### src/rtl/spi_regfile.sv
// Oversampled SPI mode-0 slave register file: addressed writes, MISO readback, frame-length check.
// Latency: CS rise at the pin to regs_flat/wr_strobe update is 4 CLK; there is no backpressure.
module spi_regfile #(
  parameter int NUM_REGS = 4,
  parameter int ADDR_W   = 2,
  parameter int DATA_W   = 32,
  parameter logic [NUM_REGS*DATA_W-1:0] RESET_VALS = {64'h0, 32'h00000003, 32'h001312eb}
) (
  input  logic                       CLK,
  input  logic                       RSTb,
  input  logic                       SCK,
  input  logic                       CS,
  input  logic                       MOSI,
  output logic                       MISO,
  output logic                       MISO_OE,
  output logic [NUM_REGS*DATA_W-1:0] regs_flat,
  output logic [NUM_REGS-1:0]        wr_strobe,
  output logic                       frame_err
);

  localparam int FRAME_LEN = 1 + ADDR_W + DATA_W;
  localparam int CNT_W     = $clog2(FRAME_LEN + 2);
  localparam logic [CNT_W-1:0] CNT_FULL = CNT_W'(FRAME_LEN);
  localparam logic [CNT_W-1:0] CNT_SAT  = CNT_W'(FRAME_LEN + 1);
  localparam logic [CNT_W-1:0] CNT_ADDR = CNT_W'(ADDR_W);

  typedef enum logic [1:0] {
    IDLE = 2'd0,
    RX   = 2'd1,
    DONE = 2'd2
  } state_t;

  logic cs_q, cs_qq, cs_qqq;
  logic sck_q, sck_qq, sck_qqq;
  logic mosi_q, mosi_qq;

  state_t                     state_q, state_d;
  logic [CNT_W-1:0]           cnt_q, cnt_d;
  logic [FRAME_LEN-1:0]       sr_q, sr_d;
  logic [DATA_W-1:0]          tx_q, tx_d;
  logic                       miso_q, miso_d;
  logic                       oe_q, oe_d;
  logic [NUM_REGS*DATA_W-1:0] regs_q, regs_d;
  logic [NUM_REGS-1:0]        strobe_q, strobe_d;
  logic                       err_q, err_d;

  logic                 cs_rise, cs_fall, sck_rise, sck_fall;
  logic [FRAME_LEN-1:0] sr_shift;
  logic [ADDR_W-1:0]    addr, rd_addr;
  logic [DATA_W-1:0]    wdata, rd_word;
  logic                 rw, addr_ok;

  assign cs_rise  =  cs_qq  & ~cs_qqq;
  assign cs_fall  = ~cs_qq  &  cs_qqq;
  assign sck_rise =  sck_qq & ~sck_qqq;
  assign sck_fall = ~sck_qq &  sck_qqq;

  always_ff @(posedge CLK) begin
    if (!RSTb) begin
      cs_q     <= 1'b0;
      cs_qq    <= 1'b0;
      cs_qqq   <= 1'b0;
      sck_q    <= 1'b0;
      sck_qq   <= 1'b0;
      sck_qqq  <= 1'b0;
      mosi_q   <= 1'b0;
      mosi_qq  <= 1'b0;
      state_q  <= IDLE;
      cnt_q    <= '0;
      sr_q     <= '0;
      tx_q     <= '0;
      miso_q   <= 1'b0;
      oe_q     <= 1'b0;
      regs_q   <= RESET_VALS;
      strobe_q <= '0;
      err_q    <= 1'b0;
    end else begin
      cs_q     <= CS;
      cs_qq    <= cs_q;
      cs_qqq   <= cs_qq;
      sck_q    <= SCK;
      sck_qq   <= sck_q;
      sck_qqq  <= sck_qq;
      mosi_q   <= MOSI;
      mosi_qq  <= mosi_q;
      state_q  <= state_d;
      cnt_q    <= cnt_d;
      sr_q     <= sr_d;
      tx_q     <= tx_d;
      miso_q   <= miso_d;
      oe_q     <= oe_d;
      regs_q   <= regs_d;
      strobe_q <= strobe_d;
      err_q    <= err_d;
    end
  end

  always_comb begin
    state_d  = state_q;
    cnt_d    = cnt_q;
    sr_d     = sr_q;
    tx_d     = tx_q;
    miso_d   = miso_q;
    oe_d     = oe_q;
    regs_d   = regs_q;
    strobe_d = '0;
    err_d    = 1'b0;

    rw       = sr_q[FRAME_LEN-1];
    addr     = sr_q[DATA_W +: ADDR_W];
    wdata    = sr_q[DATA_W-1:0];
    addr_ok  = int'(addr) < NUM_REGS;
    sr_shift = {sr_q[FRAME_LEN-2:0], mosi_qq};
    rd_addr  = sr_shift[ADDR_W-1:0];
    // Unimplemented addresses read back as zero.
    rd_word  = '0;
    for (int i = 0; i < NUM_REGS; i++) begin
      if (int'(rd_addr) == i) rd_word = regs_q[i*DATA_W +: DATA_W];
    end

    case (state_q)
      IDLE: begin
        miso_d = 1'b0;
        oe_d   = 1'b0;
        if (cs_fall) begin
          state_d = RX;
          cnt_d   = '0;
          sr_d    = '0;
        end
      end
      RX: begin
        if (sck_rise) begin
          sr_d = sr_shift;
          if (cnt_q != CNT_SAT) cnt_d = cnt_q + 1'b1;
          // Address just completed on a read: stage the word for the data phase.
          if (cnt_q == CNT_ADDR && sr_shift[ADDR_W]) begin
            tx_d = rd_word;
            oe_d = 1'b1;
          end
        end
        if (sck_fall && oe_q) begin
          miso_d = tx_q[DATA_W-1];
          tx_d   = {tx_q[DATA_W-2:0], 1'b0};
        end
        if (cs_rise) begin
          state_d = DONE;
          miso_d  = 1'b0;
          oe_d    = 1'b0;
        end
      end
      DONE: begin
        state_d = IDLE;
        if (cnt_q == CNT_FULL && addr_ok) begin
          if (!rw) begin
            for (int i = 0; i < NUM_REGS; i++) begin
              if (int'(addr) == i) begin
                regs_d[i*DATA_W +: DATA_W] = wdata;
                strobe_d[i]                = 1'b1;
              end
            end
          end
        end else begin
          err_d = 1'b1;
        end
      end
      default: state_d = IDLE;
    endcase
  end

  assign MISO      = miso_q;
  assign MISO_OE   = oe_q;
  assign regs_flat = regs_q;
  assign wr_strobe = strobe_q;
  assign frame_err = err_q;

endmodule
### config.mk
export PLATFORM = sky130hd
export DESIGN_NAME = spi_regfile
export DESIGN_NICKNAME = d
export VERILOG_FILES = /design/src/rtl/spi_regfile.sv
export SDC_FILE = /design/constraint.sdc
export NUM_CORES = 1
export LEC_CHECK = 0
export CAP_MARGIN = 20
export CORE_MARGIN = 4
export CORE_UTILIZATION = 40
export CTS_CLUSTER_DIAMETER = 50
export DETAILED_ROUTE_END_ITERATION = 6
export PLACE_DENSITY = 0.64
export SYNTH_ARGS = -nofsm -noshare
export SYNTH_HDL_FRONTEND = slang
export SYNTH_SLANG_ARGS = --single-unit
### constraint.sdc
create_clock -name CLK -period 4.6 [get_ports CLK]
set_clock_uncertainty 0.05 [all_clocks]
set_input_delay 1.38 -clock CLK [delete_from_list [all_inputs] [get_ports CLK]]
set_output_delay 1.38 -clock CLK [all_outputs]
set_load 0.005 [all_outputs]
Yosys cells after proc, flatten, opt, wreduce, memory -nomap -nowiden --
Cells that the tools add are included.
Storage, ports and cells: bits in registers 218, output and inout bits 135, input bits 5, word-level logic and storage cells 100
Cells by class: reduce and logical (&&, ||, !) cells 20, add/sub/neg operators 1, muxes and demuxes 29, bitwise logic cells 12, equal/unequal tests 18
Operators by type and width (number):
- 32-bit two-way mux | 7
- 35-bit two-way mux | 2
- 35-bit case mux with 2 select lines | 1
- 4-bit AND reduction | 5
- 6-bit two-way mux | 3
- 6-bit case mux with 2 select lines | 1
- 2-bit equality test (second input constant) | 5
- 1-bit two-way mux | 10
- 3-bit inequality test (second input constant) | 3
- 3-bit AND reduction | 3
- 2-bit inequality test (second input constant) | 4
- 1-bit inverter | 8
- 6-bit by 1-bit adder with 6-bit output (second input constant) | 1
- 2-bit by 1-bit equality test with 1-bit output (second input constant) | 3
- 6-bit by 2-bit equality test with 1-bit output (second input constant) | 1
- 6-bit equality test (second input constant) | 1
- 2-bit zero test | 3
- 6-bit inequality test (second input constant) | 1
- 2-bit AND reduction | 3
- 2-bit nonzero test | 3
- 1-bit bitwise AND | 4
- 2-bit two-way mux | 2
- 1-bit case mux with 2 select lines | 2
- 2-bit case mux with 2 select lines | 1
- 2 further kinds | 3

Logic depth before layout (Yosys ltp) --
depth in word-level cells 8, mapped depth 8, gate-level depth less buffers 6

Worst setup path before layout --
OpenSTA, ideal clock, no wires.
path kind input to register, start point input port RSTb, end point register regs_q[10] (netlist: regs_flat[10]), path buffers 3, arrival 2.335 ns, setup slack 2.140 ns, setup time 0.074 ns, cell stages on the path 5, required time 4.476 ns, path through clkbuf_1 -> clkbuf_1 -> buf_1 -> nand3_1 -> o21ai_0
RTL lines:
- start: declaration | RTL line 10 | input logic RSTb,
- end signal: assignment | RTL line 92 | regs_q <= regs_d;
- end: declaration | RTL line 43 | logic [NUM_REGS*DATA_W-1:0] regs_q, regs_d;

Final worst setup path --
start point register state_q[1], end point register regs_q[111] (netlist: regs_flat[111])
Between the ends: cells in the longest elaborated chain, start to end 2
Ends and longest elaborated chain:
- start: declaration | RTL line 37 | state_t state_q, state_d;
- start signal: assignment | RTL line 86 | state_q <= state_d;
- 2-bit equality test | RTL line 121 | case (state_q)
- 4-bit AND reduction (no source line)
Every way passes these cells. A chain may end at the register's enable or synchronous reset.

==> results.py <==
metrics = {
    "placement": {
        "gp_congestion": 0.788,
        "dp_hpwl_um": 15800,
        "numPortBuffers": 139,
    },
    "critical_path": {
        "cp-end-kind": "flip-flop",
        "crit_type": "flip-flop to flip-flop",
        "arrival_ns": 3.31,
        "cp-start-kind": "flip-flop",
        "crit_path_max_fanout": 44,
        "worstPathRequired_ns": 4.92,
    },
    "cells_and_area": {
        "diodes": 0,
        "syn2layout_area_growth_pct": 27.7,
        "fin_util": 0.526,
        "most-common-layout-cells": "dfxtp_1, nand3_1, o21ai_0",
        "nets": 1022,
        "final_common_cell": "dfxtp_1",
        "drive_gt1_frac": 0.0929,
    },
    "clock_tree": {
        "cts_tree": "yes",
        "hold_buffers": 0,
        "clk_pin_slew_ns": 0.06,
        "cts-resized-gates": 0,
        "cts_setup_buffers": 0,
        "cts_buffer_depth": 3,
        "htreeDepth": 1,
        "clk-insertion-delay-late_ns": 0.51,
        "cts_num_sinks": 218,
        "numCtsBuffers": 25,
        "clockRootBuffer": "clkbuf_16",
    },
    "synth": {
        "netlist_area_um2": 8470,
        "yosys_warnings": 0,
        "ys_ff_latch": 218,
        "syn_inst": 922,
        "async_flop_share": 0,
        "synthFlopType": "dfxtp_1",
        "ys_seq_area_frac": 0.515,
        "synth_edf_count": 0,
        "ys_types": 42,
        "syn_nets": 930,
        "syn_avg_cell_area_um2": 9.18,
    },
    "routing": {
        "vias_per_cell": 5.55,
        "drtIter0Drc": 631,
        "vias": 7237,
        "first_pass_iters": 5,
        "ant_nets": 0,
        "drc": 0,
        "totalWireLength_um": 24500,
        "wl_per_cell_um": 18.8,
    },
    "grt": {
        "grt_overflow_total": 0,
        "antenna_found_initial": 0,
        "grt_usage": 0.201,
        "grt_pass1_vias": 6691,
        "grt_max_degree": 116,
        "grt_pass1_wl_um": 39100,
    },
    "timing": {
        "layout_worst_path_cycle_share": 0.649,
        "tightest_slew_ns": 1.03,
        "max_freq_mhz": 335,
        "final_max_slew_viol_count": 0,
        "slew_headroom": 0.311,
        "rsz0062_at_grt": "false",
        "hold_violations": 0,
        "totalNegativeSetupSlack_ns": 0,
        "fin_crit_ns": 2.98,
        "setup_viol": 0,
    },
    "pwr": {
        "leakagePower_nw": 3.52,
        "vdd_drop_max_mv": 0.291,
        "power.density_nw_per_um2": 369,
    },
    "floorplanning": {
        "die-area_um2": 23600,
        "initial_core_util": 0.412,
        "rows": 52,
        "fp.coreArea_um2": 20600,
        "dieHeight_um": 154,
        "die_x_um": 154,
        "io_pins": 140,
    },
    "status": {
        "run_status": "finished, final reports clean",
    },
    "flow_run": {
        "maxCapViolCount": 0,
    },
    "worst_hold_path": {
        "hold_class": "flip-flop to flip-flop",
    },
}
Yosys cell counts (2+ instances only):
cell	number	area (um^2)
clkbuf_1	58	218
a21oi_1	72	360
or3_1	2	12.5
nand2b_1	3	18.8
o21ai_0	149	746
nor3_1	2	10.0
dfxtp_1	218	4360
ha_1	3	37.5
nand4_1	4	25.0
nor3b_1	2	15.0
a31oi_1	2	12.5
a22oi_1	31	233
or4_1	2	15.0
nor4b_1	2	17.5
mux2i_1	2	20.0
buf_1	10	37.5
inv_1	6	22.5
nand3_1	163	816
and2_1	10	62.6
and4_1	3	26.3
nand2_1	96	360
mux4_2	32	721
nor2b_1	5	31.3
nor2_1	7	26.3
o211ai_1	2	15.0
nand3b_1	2	15.0
buf_2	19	95.1
sequential cells by signal, indices dropped and copies added (netlist names), 2 cells and up:
signal     cells
cnt_q          6
wr_strobe      4
state_q        2
regs_flat    128
tx_q          32
sr_q          35
cell families after synthesis:
kind of cell    share of synthesized area
compound gates                      0.169
mux                                0.0875
flops                               0.515
simple gates                        0.178
fa+ha+maj                         0.00443
buf+inv                            0.0462
worst paths after layout:
kind	cells past startpoint	end	startpoint	slack, ns
min reg2reg	1	mosi_qq$_SDFF_PN0_	mosi_q$_SDFF_PN0_	0.38
min	1	mosi_qq$_SDFF_PN0_	mosi_q$_SDFF_PN0_	0.38
max reg2reg	5	regs_flat[111]$_SDFFE_PN0P_	state_q[1]$_SDFFE_PN0P_	1.62
max	5	regs_flat[111]$_SDFFE_PN0P_	state_q[1]$_SDFFE_PN0P_	1.62
metrics by stage:
step / setup WS, ns / total power [W] / cells / hold slack, ns / cell area, um^2
finish: 1.62 / 0.00399 / 1303 / 0.383 / 10800
detailed placement: 1.61 / 0.00202 / 1257 / 0.370 / 9970
global route: 1.29 / 0.00411 / 1303 / 0.390 / 10800
floorplan: 2.14 / 0.00200 / 922 / 0.362 / 8470
global placement: 1.59 / 0.00202 / 1257 / 0.364 / 9970
CTS: 1.62 / 0.00402 / 1303 / 0.383 / 10800
layer usage:
layer  up-vias  GRT usage  wire length (um)
li1       3508          -                 -
met1      3518      0.291             11300
met2       187      0.324             11600
met3        24     0.0295              1200
met4         0     0.0408               438
met5         -          0                 0
worst max-delay path, cell delays in order (launching register included):
cell and delay (ns):
dfxtp_1 0.55, nor3b_1 0.58, nand4_1 0.83, buf_4 0.58, nand3_1 0.14, o21ai_0 0.10
area by class of cell:
class	count	area, um^2
Clock inverter	10	141
Clock buffer	36	707
Fill cell	1911	9740
Tap cell	270	338
Inverter	6	22.5
Sequential cell	218	4370
Timing Repair Buffer	154	1510
Multi-Input combinational cell	609	3730
where the power goes:
group	switching, W	internal [W]
logic	0.0000544	0.0000202
registers	0.00000752	0.00189
clock network	0.000774	0.00124
total	0.000836	0.00315
Power figures use the tool's default switching activity.
